## src/rtl/seq_booth_multiplier.sv

```systemverilog
// Iterative radix-4 Booth multiplier: WIDTH x WIDTH -> 2*WIDTH product over ITER+1 cycles,
// with per-operand signed/unsigned extension, valid/ready handshake and abort.
module seq_booth_multiplier #(
  parameter int WIDTH = 16
) (
  input  logic             clk,
  input  logic             rst,
  input  logic             in_valid,
  output logic             in_ready,
  input  logic [WIDTH-1:0] a,
  input  logic [WIDTH-1:0] b,
  input  logic             a_signed,
  input  logic             b_signed,
  input  logic             abort,
  output logic             out_valid,
  input  logic             out_ready,
  output logic [WIDTH-1:0] r_lo,
  output logic [WIDTH-1:0] r_hi
);
  localparam int ITER = WIDTH / 2 + 1;
  localparam int XW   = WIDTH + 2;
  localparam int HW   = WIDTH + 4;
  localparam int CW   = $clog2(ITER + 1);

  generate
    if ((WIDTH % 2 != 0) || (WIDTH < 4)) begin : g_bad_width
      $error("seq_booth_multiplier: WIDTH must be even and >= 4");
    end
  endgenerate

  typedef enum logic [1:0] {IDLE = 2'd0, RUN = 2'd1, DONE = 2'd2} state_e;

  // One Booth step on the upper accumulator half; subtraction is invert plus carry-in.
  function automatic logic [HW-1:0] booth_add(input logic [HW-1:0] acc,
                                              input logic [HW-1:0] mcand,
                                              input logic [2:0]    trip);
    logic [HW-1:0] mag;
    logic          neg;
    case (trip)
      3'b001, 3'b010: begin mag = mcand;        neg = 1'b0; end
      3'b011:         begin mag = mcand << 1;   neg = 1'b0; end
      3'b100:         begin mag = mcand << 1;   neg = 1'b1; end
      3'b101, 3'b110: begin mag = mcand;        neg = 1'b1; end
      default:        begin mag = {HW{1'b0}};   neg = 1'b0; end
    endcase
    return acc + (neg ? ~mag : mag) + {{(HW-1){1'b0}}, neg};
  endfunction

  state_e          state_q, state_d;
  logic [HW-1:0]   mcand_q, mcand_d;
  logic [HW-1:0]   acc_hi_q, acc_hi_d;
  logic [XW-1:0]   acc_lo_q, acc_lo_d;
  logic            bm1_q, bm1_d;
  logic [CW-1:0]   cnt_q, cnt_d;
  logic            fin_q, fin_d;
  logic            in_ready_q, in_ready_d;
  logic            out_valid_q, out_valid_d;
  logic [WIDTH-1:0] r_lo_q, r_lo_d;
  logic [WIDTH-1:0] r_hi_q, r_hi_d;
  logic [HW-1:0]   sum_s;
  logic [HW+XW-1:0] shift_s;

  always_comb begin
    state_d     = state_q;
    mcand_d     = mcand_q;
    acc_hi_d    = acc_hi_q;
    acc_lo_d    = acc_lo_q;
    bm1_d       = bm1_q;
    cnt_d       = cnt_q;
    fin_d       = fin_q;
    in_ready_d  = in_ready_q;
    out_valid_d = out_valid_q;
    r_lo_d      = r_lo_q;
    r_hi_d      = r_hi_q;
    sum_s       = booth_add(acc_hi_q, mcand_q, {acc_lo_q[1:0], bm1_q});
    // Multiplier bits retire from the bottom of acc_lo while product bits enter from the top.
    shift_s     = {{2{sum_s[HW-1]}}, sum_s, acc_lo_q[XW-1:2]};

    case (state_q)
      IDLE: begin
        if (in_valid) begin
          mcand_d    = a_signed ? {{4{a[WIDTH-1]}}, a} : {4'b0000, a};
          acc_lo_d   = b_signed ? {{2{b[WIDTH-1]}}, b} : {2'b00, b};
          acc_hi_d   = {HW{1'b0}};
          bm1_d      = 1'b0;
          cnt_d      = CW'(ITER - 1);
          fin_d      = 1'b0;
          in_ready_d = 1'b0;
          state_d    = RUN;
        end else begin
          in_ready_d = 1'b1;
        end
      end
      RUN: begin
        if (abort) begin
          fin_d      = 1'b0;
          in_ready_d = 1'b1;
          state_d    = IDLE;
        end else if (fin_q) begin
          r_lo_d      = acc_lo_q[WIDTH-1:0];
          r_hi_d      = {acc_hi_q[WIDTH-3:0], acc_lo_q[XW-1:WIDTH]};
          out_valid_d = 1'b1;
          fin_d       = 1'b0;
          state_d     = DONE;
        end else begin
          acc_hi_d = shift_s[HW+XW-1:XW];
          acc_lo_d = shift_s[XW-1:0];
          bm1_d    = acc_lo_q[1];
          cnt_d    = cnt_q - CW'(1);
          fin_d    = (cnt_q == CW'(0));
        end
      end
      DONE: begin
        if (out_ready) begin
          out_valid_d = 1'b0;
          in_ready_d  = 1'b1;
          state_d     = IDLE;
        end else begin
          out_valid_d = 1'b1;
        end
      end
      default: begin
        out_valid_d = 1'b0;
        in_ready_d  = 1'b1;
        fin_d       = 1'b0;
        state_d     = IDLE;
      end
    endcase
  end

  always_ff @(posedge clk or posedge rst) begin
    if (rst) begin
      state_q     <= IDLE;
      mcand_q     <= {HW{1'b0}};
      acc_hi_q    <= {HW{1'b0}};
      acc_lo_q    <= {XW{1'b0}};
      bm1_q       <= 1'b0;
      cnt_q       <= {CW{1'b0}};
      fin_q       <= 1'b0;
      in_ready_q  <= 1'b1;
      out_valid_q <= 1'b0;
      r_lo_q      <= {WIDTH{1'b0}};
      r_hi_q      <= {WIDTH{1'b0}};
    end else begin
      state_q     <= state_d;
      mcand_q     <= mcand_d;
      acc_hi_q    <= acc_hi_d;
      acc_lo_q    <= acc_lo_d;
      bm1_q       <= bm1_d;
      cnt_q       <= cnt_d;
      fin_q       <= fin_d;
      in_ready_q  <= in_ready_d;
      out_valid_q <= out_valid_d;
      r_lo_q      <= r_lo_d;
      r_hi_q      <= r_hi_d;
    end
  end

  assign in_ready  = in_ready_q;
  assign out_valid = out_valid_q;
  assign r_lo      = r_lo_q;
  assign r_hi      = r_hi_q;
endmodule

```

## config.mk

```make
export PLATFORM = sky130hd
export DESIGN_NAME = seq_booth_multiplier
export DESIGN_NICKNAME = d
export VERILOG_FILES = /design/src/rtl/seq_booth_multiplier.sv
export SDC_FILE = /design/constraint.sdc
export NUM_CORES = 1
export LEC_CHECK = 0
export BUFFER_PORTS_ARGS = -buffer_cell sky130_fd_sc_hd__buf_4
export CAP_MARGIN = 30
export CORE_UTILIZATION = 57
export CTS_CLUSTER_SIZE = 12
export DETAILED_ROUTE_END_ITERATION = 10
export GPL_ROUTABILITY_DRIVEN = 0
export GPL_TIMING_DRIVEN = 0
export PLACE_DENSITY = 0.79
export SLEW_MARGIN = 10
export SYNTH_ARGS = -nofsm -noshare
export SYNTH_HDL_FRONTEND = slang
export SYNTH_SLANG_ARGS = --single-unit
```

## constraint.sdc

```tcl
create_clock -name clk -period 7.9 [get_ports clk]
set_input_delay 1.58 -clock clk [delete_from_list [all_inputs] [get_ports clk]]
set_output_delay 1.58 -clock clk [all_outputs]
set_load 0.05 [all_outputs]
```

# Word level (Yosys, flattened, before mapping)

Index checks and enable logic that the tools add are counted.

Add/subtract/negate cells: 3
Equality and inequality tests: 15
Mux-type cells: 37
Bitwise gates (word level): 4
Reduce and logical (&&, ||, !) cells: 13

Operator list:

| operator                                                            | number |
|---|---|
| 20-bit two-way mux                                                  | 5 |
| 20-bit one-hot mux with 2 select lines                              | 2 |
| 18-bit two-way mux                                                  | 4 |
| 18-bit one-hot mux with 2 select lines                              | 1 |
| 20-bit by 1-bit adder with 20-bit output                            | 1 |
| 20-bit adder                                                        | 1 |
| 20-bit NOT                                                          | 1 |
| 1-bit two-way mux                                                   | 12 |
| 4-bit two-way mux                                                   | 3 |
| 2-bit != test (second input constant)                               | 6 |
| 3-bit == test (second input constant)                               | 3 |
| 1-bit one-hot mux with 3 select lines                               | 3 |
| 3-bit AND reduction                                                 | 3 |
| 2-bit two-way mux                                                   | 4 |
| 4-bit one-hot mux with 2 select lines                               | 1 |
| 3-bit by 2-bit == test with 1-bit output (second input constant)    | 2 |
| 2-bit one-hot mux with 3 select lines                               | 1 |
| 2-bit AND reduction                                                 | 3 |
| 4-bit logical NOT                                                   | 1 |
| 4-bit AND reduction                                                 | 1 |
| 4-bit OR reduction                                                  | 1 |
| 4-bit by 1-bit subtractor with 4-bit output (second input constant) | 1 |
| 3-bit by 1-bit == test with 1-bit output (second input constant)    | 1 |
| 3-bit != test (second input constant)                               | 1 |
| other kinds (8)                                                     | 10 |

Register bits: 100
Input bits: 39
Output and inout bits: 34
Word-level logic and storage cells: 83

# Longest topological paths before layout

Gate-level depths: netlist (run 1).

Depth after elaboration: 10
Depth in mapped cells: 14
Depth with buffers taken out: 11

# Least setup slack after synthesis (run 1)

No wires, ideal clock.

Path kind: reg2reg
Start point: register acc_lo_q[0]
End point: register acc_hi_q[15]
Setup time: 0.133 ns
Data arrival time: 2.896 ns
Required time: 7.767 ns
Setup slack: 4.872 ns
Stages on the path, launching flop included: 14
Buffers on the path: 4
Clock period less this slack: 3.028 ns
Cell sequence: dfrtp_1 -> buf_6 -> or3b_2 -> clkbuf_1 -> clkbuf_1 -> o21ai_0 -> ha_1 -> buf_6 -> a21o_1 -> a31o_2 -> a2111o_1 -> o211ai_2 -> o21a_1 -> o211ai_2

Cells in the longest elaborated chain, start to end: 10
Elaborated cells between the ends (all ways): 18
Classes of those cells: add/sub (2); eq/ne (6); mux (6); bitwise (1); reduce/logical (3)

Ends and longest elaborated chain:

| what                                                               | line | text |
|---|---|---|
| from (decl)                                                        | 52   | `logic [XW-1:0] acc_lo_q, acc_lo_d;` |
| from (signal assigned)                                             | 136  | `acc_lo_q <= {XW{1'b0}};` |
| from (signal assigned)                                             | 148  | `acc_lo_q <= acc_lo_d;` |
| 3-bit == test (tied with other cells)                              | 39   | `case (trip)` |
| 4-bit OR reduction (no line) or 2-bit OR reduction (tied branches) | n/a  |  |
| 20-bit one-hot mux with 2 select lines                             | 39   |  |
| 20-bit NOT                                                         | 46   | `return acc + (neg ? ~mag : mag) + {{(HW-1){1'b0}}, neg};` |
| 20-bit two-way mux                                                 | 46   |  |
| 20-bit adder                                                       | 46   |  |
| 20-bit by 1-bit adder with 20-bit output (*)                       | 46   |  |
| 20-bit two-way mux (*)                                             | 99   | `end else if (fin_q) begin` |
| 20-bit two-way mux (*)                                             | 95   | `if (abort) begin` |
| 20-bit one-hot mux with 2 select lines (*)                         | 79   | `case (state_q)` |
| to (signal assigned)                                               | 135  | `acc_hi_q <= {HW{1'b0}};` |
| to (signal assigned)                                               | 147  | `acc_hi_q <= acc_hi_d;` |
| to (decl)                                                          | 51   | `logic [HW-1:0] acc_hi_q, acc_hi_d;` |

Mark *: on every way between the ends. The rest lies on a longest branch, timed or not. The select of a mux whose other input is x is not followed.
A chain may end at the register's enable or synchronous reset.

# Worst setup path after layout (run 1)

Ends and elaborated chain as after synthesis.

==> results of run 1 <==
flip-flops by register name (all words and copies together), names as in the netlist:
name,count
acc_hi_q,18
acc_lo_q,18
mcand_q,17
r_hi,16
r_lo,16
cnt_q,4
state_q,2
bm1_q,1
fin_q,1
in_ready,1
out_valid,1
cell families after synthesis:
| kind of cell | synth area share |
|---|---|
| adders and majority gates | 0.05760 |
| buffers and inverters | 0.03535 |
| AOI/OAI and AO/OA | 0.1721 |
| xor gates and xnor gates | 0.03933 |
| DFF | 0.4451 |
| and+or+nand+nor | 0.1138 |
| muxes | 0.1367 |
cell usage after synthesis, types with 2 or more instances:
library cell	instances	area [um2]
buf_1	5	18.77
nand2_1	55	206.5
o21ai_0	55	275.3
a32o_1	2	20.02
o211ai_2	3	37.54
nand3_1	5	25.02
nand4_1	3	18.77
a311oi_1	2	17.52
o31ai_1	5	37.54
a21o_1	7	52.55
and3_1	2	12.51
xnor2_1	4	35.03
o211ai_1	4	30.03
a2111o_1	2	22.52
mux2_2	48	540.5
ha_1	23	287.8
buf_6	3	33.78
buf_2	6	30.03
nand4b_1	2	17.52
or3_1	5	31.28
clkbuf_1	12	45.04
a22oi_1	16	120.1
xor2_1	20	175.2
mux2i_1	19	190.2
dfrtp_1	94	2352
nor3_1	2	10.01
nor2b_1	4	25.02
nor2_1	18	67.56
a21oi_1	17	85.08
nand2b_1	6	37.54
or2_2	3	18.77
o21a_1	4	30.03
and2b_1	2	15.01
inv_1	11	41.29
a221oi_1	2	17.52
a31o_2	2	17.52
a31oi_1	3	18.77
through the flow:
stage	cells	total power [mW]
after global placement	687	2.590
after CTS	704	3.042
after floorplan	507	2.192
after global routing	704	3.270
final	704	3.060
after detailed placement	688	2.682
path summary, 6_finish.rpt:
path,from,end,depth (start not counted)
setup / recovery,acc_lo_q[0],acc_hi_q[15],13
hold / removal,r_hi[3],r_hi[3],2
setup reg to reg,acc_lo_q[0],acc_hi_q[15],13
hold reg to reg,r_hi[3],r_hi[3],2
max in group asynchronous,rst,r_hi[8],3
min in group asynchronous,rst,r_hi[14],2
layer usage:
layer	global-route usage	wire length [um]
met5	0	0
met2	0.4416	6027
met3	0.03546	580
met1	0.3729	5630
met4	0.1183	318
area by class of cell:
type,instances,share of cell area
Buffer,28,0.02355
Clock inverter,6,0.01297
Clock buffer,10,0.02196
Multi-Input combinational cell,373,0.4429
Timing Repair Buffer,73,0.09062
Sequential cell,95,0.3794
Tap cell,108,0.02156
Inverter,11,0.006986
worst max-delay path: cells and delay by family (launching register included):
kind	cells	cell delay, ns
buffers and inverters	4	0.68
AOI/OAI and AO/OA	7	1.60
and+or+nand+nor	1	0.46
DFF	1	0.39
adders and majority gates	1	0.32
layout by cell type, fill, tap and decap left out, types with 5 or more instances in the layout:
cell,instances
buf_2,6
xor2_1,20
nand3_1,5
dfrtp_1,94
nor2_1,18
ha_1,23
clkbuf_1,12
a21o_1,7
o21ai_0,55
or3_1,5
buf_4,73
clkbuf_8,10
o31ai_1,5
buf_1,5
inv_1,10
mux2i_1,19
a21oi_1,17
nand2b_1,6
a22oi_1,16
nand2_1,55
mux2_2,48
power groups by stage:
stage | Combinational [mW] | Clock [mW] | Sequential, mW
after floorplan | 1.16 | 0 | 1.03
after global placement | 1.75 | 0 | 0.844
after detailed placement | 1.82 | 0 | 0.860
after CTS | 1.83 | 0.361 | 0.849
after global routing | 2.01 | 0.379 | 0.877
final | 1.85 | 0.357 | 0.850
==> run metrics, run 1 <==
fin nets 654; synthesis warning total 0; RSZ-0062 raised after global routing false; Clock Sinks 95; via/cell ratio 6.065; Switching Power 1.480 mW; Synth cell types 68; antenna violations before repair 0; Pleak 3.063 nW; all-layer global routing usage 0.2734; CTS tree done; Fin Setup TNS 0 ns; Crit. End Element flop; hold buffers post-CTS 0; pin count of the biggest net entering global routing 66; period utilization 0.4544; slowest CP cell or3b_2; post-route setup slack 4.310 ns; # diodes 0; routed vias 4270; P&R area growth vs syn 17.30%; Core Box Area 8891 um2; GRT overflow 0; root cell of the clock tree clkbuf_8; total routed wirelength 12560 um; Synth Flop Type dfrtp_1; Syn Inst Count 507; initial core utilization 0.6010; Detail Route Antenna Nets 0; DP Worst Slack 4.413 ns; Storage cell area 2379 um2; sequential share of the synthesized area 0.4451; Reg power frac 0.278; WP data arrival 3.84 ns; chip height 98.83 um; DPL Wire Length 9406 um; die width 98.83 um; Reg clk slew, reported paths 0.11 ns; Post-Syn Nets 570; Worst Setup Start Kind flop; # IOs 73; r2r setup slk 4.31 ns; Critical Path RT 8.15 ns; share of flip-flops with an asynchronous set or reset 1.000; Cell Chain, Critical Path buf_6, or3b_2, clkbuf_1, clkbuf_1, o21ai_0, ha_1, buf_6, a21o_1, a31o_2, a2111o_1, o211ai_2, o21a_1, o211ai_2; combinational fraction of design power 0.606; Setup Crit Path Kind reg2reg; CTS Buf Count 9; postcts setup bufs 0; Synth Register Bits 95; first-pass GRT wire length 20880 um; Clk pwr share 0.117; die area 9766 um2; TritonRoute pass-1 iters 5; share of post-route cells with drive strength above 1 0.2869; Worst path max stage delay 0.46 ns; switch share 0.4837; IR Drop Worst-Case VDD 229.4 uV; standard-cell rows 34; vias in the first global route 4304; H-tree levels 3; post-route cell area 6269 um2; area occupied by multi-input gates 2776 um2; clk_skew 0.01789 ns; Slew HR 0.5173; Mapped Area 5344 um2; Avg Inst Size Synth 10.54 um2; Area after DPL 6050 um2; Port Buffers 72; Final Max Tran Viols 0; Tightest Hold Check Type reg2reg; final hold vios 0; status complete, no violations; Filler cells 679; worst-skew pair later-pin latency 0.38 ns; Post-synth EDFFs 0; max_cap viols 0; Internal Power 1.580 mW; Post-route DRC 0; Tmin final 3.590 ns; Max Freq 278.5 MHz; final core occ 0.7050; Routed WL per cell 17.84 um; Power Density 488.1 nW/um2; DR iter-0 viols 252; Clock Path Buffers 2; Worst Path Max Fanout 10; Hold WS 0.5072 ns; worst-margin pin slew 0.7241 ns; post_cts resized 0; count of final setup violators 0
Power figures use the tool's default switching activity.
==> run 2: changes to the inputs <==
ABC_AREA = 1   (was unset)
CORE_UTILIZATION = 52   (was 57)
PLACE_DENSITY = 0.76   (was 0.79)
clock period = 3 ns   (was 7.9 ns; I/O delays follow)
==> run 2 against run 1 <==
  * Core utilization is 6.1 points lower
  * Area after synthesis is 1.5% lower
  * Worst setup slack worse by 4.2 ns
  * Routed wire length is 0.96% lower
==> run metrics, run 2 <==
first-pass GRT wire length 20730 um; Synth top area share 0.4468; Syn Inst Count 637; H-tree levels 3; initial core utilization 0.5387; pin count of the biggest net entering global routing 39; Crit. End Element flop; Final Max Tran Viols 0; Synth area leaders dfrtp_1 45%, nand2_1 11%, o21ai_0 6.6%, inv_1 6.2%, ha_1 5.5%; all-layer global routing usage 0.2546; # IOs 73; max_cap viols 0; die width 102.6 um; Synth cell types 36; Max Freq 345.8 MHz; standard-cell rows 36; Routed WL per cell 14.43 um; hold buffers post-CTS 0; largest area contributor in the netlist dfrtp_1; Clock Sinks 95; Worst Setup Start Kind flop; Critical Path RT 3.32 ns; DR iter-0 viols 277; most common cell in the netlist nand2_1; Avg Inst Size Synth 8.265 um2; Area after DPL 6016 um2; Hold WS 0.2784 ns; most common cell after layout, fill and taps aside nand2_1; vias in the first global route 4408; Post-route DRC 0; Synth Flop Type dfrtp_1; antenna violations before repair 0; most common library cells after synthesis 161 x nand2_1, 94 x dfrtp_1, 87 x inv_1, 69 x o21ai_0, 30 x nor2_1; worst-skew pair later-pin latency 0.38 ns; most frequent cells in the layout 158 x nand2_1, 94 x dfrtp_1, 86 x inv_1, 76 x buf_4, 68 x o21ai_0; Synth Register Bits 95; routed vias 4674; GRT overflow 0; sequential share of the synthesized area 0.4518; P&R area growth vs syn 19.53%; Slew HR 0.5980; Core Box Area 9774 um2; Tightest Hold Check Type in2async; Clock Path Buffers 2; Post-Syn Nets 700; Setup Crit Path Kind reg2reg; top flop regs acc_hi_q (18), acc_lo_q (18), mcand_q (17); Worst Path Max Fanout 10; worst-margin pin slew 0.6017 ns; clk_skew 0.01234 ns; post-route cell area 6294 um2; DPL Wire Length 9553 um; Fin Setup TNS 0 ns; status complete, no violations; fin nets 787; synthesis warning total 0; RSZ-0062 raised after global routing true; share of post-route cells with drive strength above 1 0.2044; die area 10530 um2; share of flip-flops with an asynchronous set or reset 1.000; Post-synth EDFFs 0; Reg clk slew, reported paths 0.10 ns; CTS tree done; CTS Buf Count 9; root cell of the clock tree clkbuf_8; count of final setup violators 0; Port Buffers 72; period utilization 0.9638; via/cell ratio 5.422; Mapped Area 5265 um2; total routed wirelength 12440 um; chip height 102.6 um; TritonRoute pass-1 iters 5; final hold vios 0; Tmin final 2.891 ns; # diodes 0; Detail Route Antenna Nets 0; WP data arrival 3.21 ns
[run 2: area by class of cell]
| cell class | count | area [um2] |
|---|---|---|
| fillers | 810 | 3481 |
| clock buffers | 11 | 151.4 |
| multi-input cells | 430 | 2491 |
| repair buffers | 76 | 595.6 |
| plain buffers | 21 | 116.4 |
| flip-flops and latches | 95 | 2379 |
| clock inverters | 5 | 48.80 |
| inverters | 91 | 345.3 |
| well taps | 133 | 166.4 |
[run 2: cell families (layout without fill, tap and decap cells)]
kind of cell / after synthesis / count (layout) / share of synthesized area
DFF: 95 / 95 / 0.4518
muxes: 5 / 5 / 0.01069
xor gates and xnor gates: 18 / 18 / 0.02994
buffers and inverters: 112 / 204 / 0.08555
and+or+nand+nor: 235 / 235 / 0.1827
AOI/OAI and AO/OA: 148 / 148 / 0.1808
adders and majority gates: 24 / 24 / 0.05846
[run 2: per-stage QoR]
stage                     utilization  setup WS [ns]  instances
after floorplan                     -         0.6399        637
after global placement         0.6114         0.1776        842
after detailed placement       0.6155        0.08440        844
after CTS                      0.6359        0.04409        860
after global routing           0.6439       -0.03531        862
final                          0.6439         0.1085        862
[run 2: timing repair]
action / in CTS / in global routing
setup endpoints to repair: 0 / 9
hold endpoints to repair: 0 / 0
gates resized for setup: 0 / 19
setup buffers: 0 / 2
[run 2: per-layer routing]
layer  GRT usage  up-vias  share of wire
met5           0        -              0
met4     0.07912        0          0.019
met3     0.03119       25          0.048
met2      0.4210      152           0.48
met1      0.3506     2217           0.45
li1            -     2280              -
[run 2: worst max-delay path, stage by stage (launching register included)]
cell	delay [ns]
dfrtp_1	0.40
inv_1	0.13
nand2_2	0.12
nand2_1	0.10
nand2_2	0.10
clkbuf_4	0.21
o22ai_1	0.15
xor2_1	0.26
ha_1	0.33
a21oi_1	0.21
o21ai_0	0.18
o21bai_1	0.21
inv_1	0.09
nand2_1	0.08
nand2_1	0.07
nand2_1	0.05
nand2_1	0.05
nand2_1	0.05
nand2_1	0.05
[run 2: path summary, 6_finish.rpt]
check	start	endpoint	slack (ns)	depth (start not counted)
setup / recovery	acc_lo_q[0]	acc_hi_q[18]	0.11	18
hold / removal	rst	acc_lo_q[4]	0.28	2
setup reg to reg	acc_lo_q[0]	acc_hi_q[18]	0.11	18
hold reg to reg	cnt_q[0]	cnt_q[0]	0.49	1
max in group asynchronous	rst	mcand_q[8]	2.14	3
min in group clk	b[10]	acc_lo_q[10]	0.43	3
Power of run 2 is not shown: default switching activity piles up to over one toggle a cycle in this logic, so the estimate is an artifact.
==> run 3: changes to the inputs <==
CORE_ASPECT_RATIO = 2   (was unset)
==> run 3 against run 2 <==
  * Non-clock buffer count did not move
  * Via count rose by 0.75%
  * Highest routed layer unchanged
  * Final cell count fell by 0.12%
  * Flip-flop and latch count did not move
  * Fmax fell by 0.21%
  * Routed wire length rose by 10%
  * Count of clock-buffer cells in the layout fell by 1
  * Cell area rose by 2.1%
  * Worst hold slack improved by 0.10 ns
  * Critical path depth fell by 4
==> run metrics, run 3 (synthesis results as in run 2) <==
Crit. End Element flop; Tightest Hold Check Type in2async; clk_skew 0.007214 ns; area occupied by multi-input gates 2521 um2; vias in the first global route 4802; # IOs 73; R2R cell count 14; Reg clk slew, reported paths 0.07 ns; DPL Wire Length 10390 um; Cell Chain, Critical Path inv_2, nand2_2, nand2_1, nand2_2, o22ai_1, xor2_1, ha_1, a21oi_1, a21boi_1, nor2_1, nor2_1, nand3_1, nand3_1, o21ai_0; Critical Path RT 3.21 ns; Area after DPL 6015 um2; CTS tree done; Routed WL per cell 15.92 um; H-tree levels 3; hold buffers post-CTS 0; P&R area growth vs syn 22.10%; share of post-route cells with drive strength above 1 0.2099; chip height 144.3 um; CTS Buf Count 9; Hold WS 0.3790 ns; Setup Crit Path Kind reg2reg; Clock Path Buffers 2; Filler cells 807; slowest CP cell dfrtp_1; worst-margin pin slew 0.7303 ns; most frequent cells in the layout 159 x nand2_1, 94 x dfrtp_1, 84 x inv_1, 77 x buf_4, 68 x o21ai_0; total routed wirelength 13710 um; Port Buffers 72; Worst Path Max Fanout 7; Post-route DRC 0; all-layer global routing usage 0.2781; Final Max Tran Viols 0; worst-skew pair later-pin latency 0.35 ns; antenna violations before repair 0; status complete, no violations; Tmin final 2.897 ns; final hold vios 0; routed vias 4709; post-route cell area 6429 um2; root cell of the clock tree clkbuf_16; Fin Setup TNS 0 ns; Max Freq 345.1 MHz; # diodes 0; die width 73.15 um; period utilization 0.9658; standard-cell rows 51; initial core utilization 0.5393; Storage cell area 2379 um2; WP data arrival 3.11 ns; capturing point of the worst reg2reg path acc_hi_q[12]; R2R Path Start acc_lo_q[0]; TritonRoute pass-1 iters 5; RSZ-0062 raised after global routing false; Worst path max stage delay 0.39 ns; Slew HR 0.5121; count of final setup violators 0; fin nets 787; first-pass GRT wire length 22020 um; Core Box Area 9763 um2; Detail Route Antenna Nets 0; Worst Setup Start Kind flop; DR iter-0 viols 239; r2r setup slk 0.10 ns; via/cell ratio 5.469; die area 10560 um2; final core occ 0.6585; max_cap viols 0; top flop regs acc_hi_q (18), acc_lo_q (18), mcand_q (17); most common cell after layout, fill and taps aside nand2_1; Clock Sinks 95; GRT overflow 0; pin count of the biggest net entering global routing 37
## run 3: worst max-delay path: cells and delay by family (launching register included)
kind                     cells  cell delay [ns]
AO/OA/AOI/OAI                4             0.84
AND/OR/NAND/NOR              7             0.70
flip-flops                   1             0.39
XOR/XNOR                     1             0.38
adder cells (fa/ha/maj)      1             0.37
buffers and inverters        1             0.09
## run 3: area by class of cell
type / instances / share of cell area
clock inverters: 6 / 0.01051
inverters: 91 / 0.05372
plain buffers: 21 / 0.01810
well taps: 132 / 0.02569
flip-flops and latches: 95 / 0.3700
multi-input cells: 430 / 0.3922
repair buffers: 76 / 0.09264
clock buffers: 10 / 0.03717
## run 3: worst max-delay path by stage
| stage | start | end | slack (ns) | cells past startpoint |
|---|---|---|---|---|
| 2_1_floorplan | acc_lo_q[1] | acc_hi_q[15] | 0.64 | 16 |
| 3_3_place_gp | acc_lo_q[0] | acc_hi_q[15] | 0.05 | 16 |
| 3_5_place_dp | acc_lo_q[0] | acc_hi_q[12] | 0.03 | 14 |
| 4_1_cts | acc_lo_q[0] | acc_hi_q[12] | 0.02 | 14 |
| 5_1_grt | acc_lo_q[0] | acc_hi_q[18] | 0.004 | 16 |
| 6_report | acc_lo_q[0] | acc_hi_q[12] | 0.10 | 14 |
## run 3: metrics by stage
step	instances	setup slack, ns
after detailed placement	843	0.02753
final	861	0.1026
after global placement	841	0.04848
after floorplan	637	0.6399
after CTS	859	0.01689
after global routing	861	0.003758
## run 3: what timing repair did
action                                  CTS  global route
setup buffers                             0             2
endpoints found under the setup margin    0            13
gates resized for setup                   0            24
## run 3: routing by layer
| layer | track usage | up-vias | routed length (um) |
|---|---|---|---|
| met1 | 0.2826 | 2232 | 4910 |
| li1 | - | 2275 | - |
| met3 | 0.03763 | 51 | 480 |
| met5 | 0 | - | 0 |
| met2 | 0.5044 | 151 | 7491 |
| met4 | 0.1992 | 0 | 822 |
Power of run 3 is left out for the same reason.
